**src/rtl/regfile_write_arbiter.sv**
```systemverilog
// Register-file write-port arbiter.
// After reset it clears every register, then shares the single write port
// between the WB stage (priority) and the multicycle MUL unit (valid/ready).
// A saturating starvation counter forces a MUL grant after StarveLimit
// consecutive blocked cycles so MUL always makes forward progress.
module regfile_write_arbiter #(
    parameter int unsigned RegWidth    = 16,
    parameter int unsigned AddrBits    = 3,
    parameter int unsigned StarveLimit = 3
) (
    input  logic                CLK,
    input  logic                RST,
    input  logic                WB_Valid,
    input  logic [AddrBits-1:0] WB_Addr,
    input  logic [RegWidth-1:0] WB_Data,
    output logic                WB_Stall,
    input  logic                MUL_Valid,
    input  logic [AddrBits-1:0] MUL_Addr,
    input  logic [RegWidth-1:0] MUL_Data,
    output logic                MUL_Ready,
    output logic                WriteEN,
    output logic [AddrBits-1:0] WriteAddr,
    output logic [RegWidth-1:0] WriteData,
    output logic                Init_Done
);

    localparam int unsigned StarveW = (StarveLimit < 1) ? 1 : $clog2(StarveLimit + 1);
    localparam logic [StarveW-1:0] StarveMax = StarveW'(StarveLimit);
    localparam logic [AddrBits-1:0] LastAddr = {AddrBits{1'b1}};

    localparam logic StInit = 1'b0;
    localparam logic StRun  = 1'b1;

    logic                state_q, state_d;
    logic [AddrBits-1:0] init_cnt_q, init_cnt_d;
    logic [StarveW-1:0]  starve_cnt_q, starve_cnt_d;
    logic                write_en_q, write_en_d;
    logic [AddrBits-1:0] write_addr_q, write_addr_d;
    logic [RegWidth-1:0] write_data_q, write_data_d;
    logic                init_done_q, init_done_d;

    logic run;
    logic force_mul;
    logic mul_ready;
    logic wb_stall;
    logic wb_accept;

    // Combinational grant: WB wins unless MUL has been starved long enough.
    always_comb begin
        run       = (state_q == StRun);
        force_mul = run && MUL_Valid && (starve_cnt_q == StarveMax);
        mul_ready = run && MUL_Valid && (!WB_Valid || force_mul);
        // Stall covers INIT too so WB never believes a write landed during the clear.
        wb_stall  = !run || (WB_Valid && force_mul);
        wb_accept = run && WB_Valid && !wb_stall;
    end

    assign MUL_Ready = mul_ready;
    assign WB_Stall  = wb_stall;
    assign WriteEN   = write_en_q;
    assign WriteAddr = write_addr_q;
    assign WriteData = write_data_q;
    assign Init_Done = init_done_q;

    // Next-state: init sweep, registered write issue and starvation tracking.
    always_comb begin
        state_d      = state_q;
        init_cnt_d   = init_cnt_q;
        starve_cnt_d = starve_cnt_q;
        write_en_d   = 1'b0;
        write_addr_d = write_addr_q;
        write_data_d = write_data_q;
        init_done_d  = init_done_q;

        if (state_q == StInit) begin
            write_en_d   = 1'b1;
            write_addr_d = init_cnt_q;
            write_data_d = '0;
            init_cnt_d   = init_cnt_q + 1'b1;
            if (init_cnt_q == LastAddr) begin
                state_d     = StRun;
                init_done_d = 1'b1;
            end
        end else begin
            if (mul_ready) begin
                write_en_d   = 1'b1;
                write_addr_d = MUL_Addr;
                write_data_d = MUL_Data;
            end else if (wb_accept) begin
                write_en_d   = 1'b1;
                write_addr_d = WB_Addr;
                write_data_d = WB_Data;
            end

            if (MUL_Valid && !mul_ready) begin
                if (starve_cnt_q != StarveMax) begin
                    starve_cnt_d = starve_cnt_q + 1'b1;
                end
            end else begin
                starve_cnt_d = '0;
            end
        end
    end

    // State registers; reset drops any write not yet seen by the register file.
    always_ff @(posedge CLK or negedge RST) begin
        if (!RST) begin
            state_q      <= StInit;
            init_cnt_q   <= '0;
            starve_cnt_q <= '0;
            write_en_q   <= 1'b0;
            write_addr_q <= '0;
            write_data_q <= '0;
            init_done_q  <= 1'b0;
        end else begin
            state_q      <= state_d;
            init_cnt_q   <= init_cnt_d;
            starve_cnt_q <= starve_cnt_d;
            write_en_q   <= write_en_d;
            write_addr_q <= write_addr_d;
            write_data_q <= write_data_d;
            init_done_q  <= init_done_d;
        end
    end

endmodule

```
**config.mk**
```make
export PLATFORM = sky130hd
export DESIGN_NAME = regfile_write_arbiter
export DESIGN_NICKNAME = d
export VERILOG_FILES = /design/src/rtl/regfile_write_arbiter.sv
export SDC_FILE = /design/constraint.sdc
export NUM_CORES = 1
export LEC_CHECK = 0
export ABC_AREA = 1
export CORE_ASPECT_RATIO = 0.7
export CORE_MARGIN = 2
export CORE_UTILIZATION = 43
export CTS_BUF_LIST = sky130_fd_sc_hd__clkbuf_16
export DETAILED_ROUTE_END_ITERATION = 10
export GPL_TIMING_DRIVEN = 0
export PLACE_DENSITY = 0.82
export SLEW_MARGIN = 20
export SYNTH_ARGS = -nofsm -noshare
export SYNTH_HDL_FRONTEND = slang
export SYNTH_SLANG_ARGS = --single-unit
```
**constraint.sdc**
```tcl
create_clock -name CLK -period 4.72 [get_ports CLK]
set_clock_uncertainty 0.15 [all_clocks]
set_input_delay 1.18 -clock CLK [delete_from_list [all_inputs] [get_ports CLK]]
set_output_delay 1.18 -clock CLK [all_outputs]
set_load 0.02 [all_outputs]
```
Yosys cells after proc, flatten, opt, wreduce, memory -nomap -nowiden
Index checks and enable logic that the tools add are counted.
W data, S select, Z words.
Word-level totals
  register bits after elaboration: 27
  output and inout bits: 23
  logic and storage cells: 43
  bits of input ports: 42
Cells by class
  bitwise operators: 1
  reductions and logical operators: 15
  add/subtract/negate cells: 2
  multiplexer cells: 13
  eq/ne operators: 5
Operators by type and width (number)
  $mux W16: 3
  $mux W3: 3
  $logic_and A1 B1 Y1: 7
  $mux W1: 5
  $logic_not A1 Y1: 4
  $mux W2: 2
  $reduce_and A2 Y1: 2
  $add A3 B1 Y3 const B: 1
  $eq A3 B3 Y1 const B: 1
  $ne A3 B1 Y1 const B: 1
  $add A2 B1 Y2 const B: 1
  $eq A2 B2 Y1 const B: 1
  $logic_or A1 B1 Y1: 2
  $ne A2 B1 Y1 const B: 1
  $ne A2 B2 Y1 const B: 1
  $not A1 Y1: 1

Longest topological paths before layout
  depth in word-level cells: 9
  mapped depth: 8
  mapped depth without buffers: 7

Worst setup path before layout
No wires, ideal clock.
  path kind: input to output
  start point: input port WB_Valid
  end point: output port WB_Stall
  required time: 3.390 ns
  buffers on the path: 0
  cell stages on the path: 2
  path slack: 1.553 ns
  arrival: 1.837 ns
  cells stage by stage: inv_1 o31ai_1
On the way
  longest elaborated chain between the ends: 2
Ends and longest elaborated chain
  from (decl): RTL line 13  | input logic WB_Valid,
  $logic_and A1 B1 Y1: RTL line 54  | wb_stall = !run || (WB_Valid && force_mul);
  $logic_or A1 B1 Y1: RTL line 54
  to (decl): RTL line 16  | output logic WB_Stall,
Every way passes these cells.

Worst setup path in the final report
  start point: input port MUL_Valid
  end point: output port MUL_Ready
On the way
  longest elaborated chain between the ends: 4
Ends and longest elaborated chain
  from (decl): RTL line 17  | input logic MUL_Valid,
  $logic_and A1 B1 Y1 (*): RTL line 51, 52
  $logic_and A1 B1 Y1: RTL line 51  | force_mul = run && MUL_Valid && (starve_cnt_q == StarveMax);
  $logic_or A1 B1 Y1: RTL line 52  | mul_ready = run && MUL_Valid && (!WB_Valid || force_mul);
  $logic_and A1 B1 Y1 (*): RTL line 52
  to (decl): RTL line 20  | output logic MUL_Ready,
Every way passes the cells marked *; elsewhere a longest branch is shown, timed or not.

==> summary.md <==
| Metric | Value |
|---|---|
| FF+latch count, synth | 27 |
| First-iteration detailed-routing DRC count | 74 |
| Initial DRT Pass Iterations | 4 |
| Boundary Pins | 65 |
| Die Outline Area | 3600 µm² |
| Reg-to-reg endpoint | WriteData[6] |
| Aggregate negative setup slack | 0 ns |
| Synth cell types | 29 |
| Min cycle time layout | 4.27 ns |
| Post-route ant nets | 0 |
| Number of setup violations in the final report | 0 |
| Result of the run | finished clean |
| CORE AREA | 2880 µm² |
| Worst-path clk slew | 0.06 ns |
| Final wirelength | 3590 µm |
| Area added between synthesis and finish | 56.5% |
| Clock latency of the later-clocked register in the worst-skew pair | 0.26 ns |
| Remaining Overflow, GRT | 0 |
| Critical path class | in2out |
| Main flop type after synthesis | sky130_fd_sc_hd__dfrtp_1 |
| Post-detailed-placement half-perimeter wirelength | 2770 µm |
| TritonCTS clock tree | built |
| Share of the clock period used by the worst path | 90.4% |
| Most frequent cell after synthesis | sky130_fd_sc_hd__nand2_1 |
| Hold Fails Final Rpt | 0 |
| HP Class | reg2reg |
| First-pass GRT wire length | 5950 µm |
| Vertical extent of the die | 50.8 µm |
| Number of input and output port buffers inserted | 64 |
| Final routed wire length divided by cell count | 14.0 µm |
| Power, Total | 0.663 mW |
| Per-cell via count in the routed design | 5.11 |
| Upper clock frequency limit | 234 MHz |
| Root buffer cell | sky130_fd_sc_hd__clkbuf_16 |
| Unrepaired setup endpoints after global routing | no |
| R2R Setup Slk | 3.08 ns |
| Warning count from the yosys run | 0 |
| Count of non-filler cells in the finished layout | 257 |
| Initial Utilization | 46.7% |
| Slew of the pin with the lowest slew margin | 0.595 ns |
| WHS Endpoint | Init_Done |
| Diodes inserted | 0 |
| Critical-path maximum fanout | 10 |
| Largest vdd supply drop | 0.236 mV |
| Area after DPL | 2030 µm² |
| Top cells by instance count after synthesis | 29 x sky130_fd_sc_hd__nand2_1, 27 x sky130_fd_sc_hd__dfrtp_1, 19 x sky130_fd_sc_hd__nor2_1 |
| GRT Resource Usage Total | 21.5% |
| Avg Synthesized Cell Area | 8.79 µm² |
| Net count reported at finish | 267 |
| Max Cap Viol | 0 |
| Launch instance of the worst min-delay path | Init_Done |
| Post-route core utilization | 73.0% |
| Reg-to-Reg Start | starve_cnt_q[0] |
| Kind of launch point of the worst setup path | primary input |
| Post-synth EDFFs | 0 |
| Kind of end point of the critical path | output port |
| Total standard cell area after synthesis | 1350 µm² |
| Worst slack, placed | 0.466 ns |
| Worst setup slack after layout | 0.454 ns |
| Number of cells after detailed placement | 253 |
| Buffer count from post-CTS setup fixing | 0 |
| Fraction of final layout cells sized beyond drive strength 1 | 12.2% |
| Htree depth | 1 |
| Normalized max-slew margin | 60.3% |
| Synthesized instance count | 153 |
| Placer's final routability congestion estimate | 0.841 |
| Total vias in the final route | 1312 |
| Site row count | 16 |
| Net count after synthesis | 198 |
| Width of the die | 70.8 µm |
| Number of global-route vias before repair | 1269 |
| CTS Hold Buffers Added | 0 |
| Standby leakage power | 0.948 nW |
| Leading post-synthesis cells by cell area | sky130_fd_sc_hd__dfrtp_1 50%, sky130_fd_sc_hd__nand2_1 8.1%, sky130_fd_sc_hd__o21ai_1 6.3%, sky130_fd_sc_hd__o21ai_0 5.6%, sky130_fd_sc_hd__nor2_1 5.3% |
| Hold Slack | 0.305 ns |
| Cts bufs inserted | 3 |
| Fraction of the yosys area taken by sequential cells | 50.2% |
| Number of cells upsized or downsized after cts | 0 |
| Power per Cell Area | 315 nW/µm² |
| Synth async-reset ratio | 100% |
| Clock net sink count | 27 |
| Number of antenna violations at the first check in global routing | 0 |
| R2R cell count | 8 |
| Post-synth top area share | 50.2% |
| Buffer levels on the longest clock path | 2 |
| Pin count of the biggest net entering global routing | 28 |
| Pins Over Slew Limit | 0 |
| Dominant cell type by area after synthesis | sky130_fd_sc_hd__dfrtp_1 |
| Summed area of non-filler cells in the final layout | 2100 µm² |
| Worst EP required | 3.39 ns |
| DRC violation count after routing | 0 |
| Worst Hold Depth | 1 |
| Arrival time worst endpoint | 2.94 ns |
-- per-layer routing --
metal / up-vias / routed length (µm) / track usage (%)
li1: 637 / - / -
met1: 625 / 1570 / 27.6
met2: 38 / 1760 / 34.6
met3: 12 / 162 / 4.62
met4: 0 / 102 / 10.7
met5: - / 0 / 0
-- critical path, cell delays in order --
cell	delay [ns]
sky130_fd_sc_hd__clkdlybuf4s50_1	0.62
sky130_fd_sc_hd__nand2_2	0.08
sky130_fd_sc_hd__inv_2	0.12
sky130_fd_sc_hd__nand2_4	0.10
sky130_fd_sc_hd__inv_6	0.10
sky130_fd_sc_hd__buf_8	0.13
sky130_fd_sc_hd__clkdlybuf4s50_1	0.60
-- cells in the final DEF, fill, tap and decap left out, types with 2 or more instances in the layout --
cell                              instances
sky130_fd_sc_hd__a22oi_1                  2
sky130_fd_sc_hd__nand2_1                 29
sky130_fd_sc_hd__clkbuf_16                3
sky130_fd_sc_hd__dfrtp_1                 27
sky130_fd_sc_hd__inv_2                    2
sky130_fd_sc_hd__inv_1                    9
sky130_fd_sc_hd__buf_4                    2
sky130_fd_sc_hd__nand3_1                  3
sky130_fd_sc_hd__nor2_1                  19
sky130_fd_sc_hd__o21ai_0                 15
sky130_fd_sc_hd__o21ai_1                 17
sky130_fd_sc_hd__clkdlybuf4s50_1         63
sky130_fd_sc_hd__buf_6                    2
sky130_fd_sc_hd__buf_2                    2
sky130_fd_sc_hd__nand3_2                  2
sky130_fd_sc_hd__a21oi_1                  3
sky130_fd_sc_hd__nand2_2                  4
sky130_fd_sc_hd__ha_1                     3
sky130_fd_sc_hd__a21oi_2                  2
-- report_power, final --
group | switching (mW) | internal [mW]
clock network | 0.0749 | 0.113
logic | 0.0967 | 0.100
registers | 0.0176 | 0.261
-- registers in the layout, indices dropped and copies added (netlist names) --
| signal | count |
|---|---|
| starve_cnt_q | 2 |
| WriteData | 16 |
| init_cnt_q | 3 |
| run | 1 |
| WriteAddr | 3 |
| WriteEN | 1 |
| Init_Done | 1 |
-- how the worst max path moves through the flow --
stage              start        end  slack (ns)  cells after the start
2_1_floorplan   WB_Valid   WB_Stall        1.55                      2
3_3_place_gp   MUL_Valid  MUL_Ready        0.49                      7
3_5_place_dp   MUL_Valid  MUL_Ready        0.47                      7
4_1_cts        MUL_Valid  MUL_Ready        0.46                      7
5_1_grt        MUL_Valid  MUL_Ready        0.41                      7
6_report       MUL_Valid  MUL_Ready        0.45                      7
-- layout make-up --
class	instances	area [µm²]
clock inverters	1	3.75
repair buffers	64	636
fillers	203	778
inverters	13	57.6
clock buffers	3	75.1
multi-input cells	107	554
plain buffers	6	57.6
well taps	36	45.0
flip-flops and latches	27	676
-- logic make-up after synthesis --
logic type / count (synthesis) / share of synthesized area (%)
buffers and inverters: 19 / 8.56
AND/OR/NAND/NOR: 60 / 20.0
adder cells (fa/ha/maj): 3 / 2.79
XOR/XNOR: 1 / 0.651
flip-flops: 27 / 50.2
AO/OA/AOI/OAI: 43 / 17.8
No activity file was read; power rests on OpenSTA's default activity.
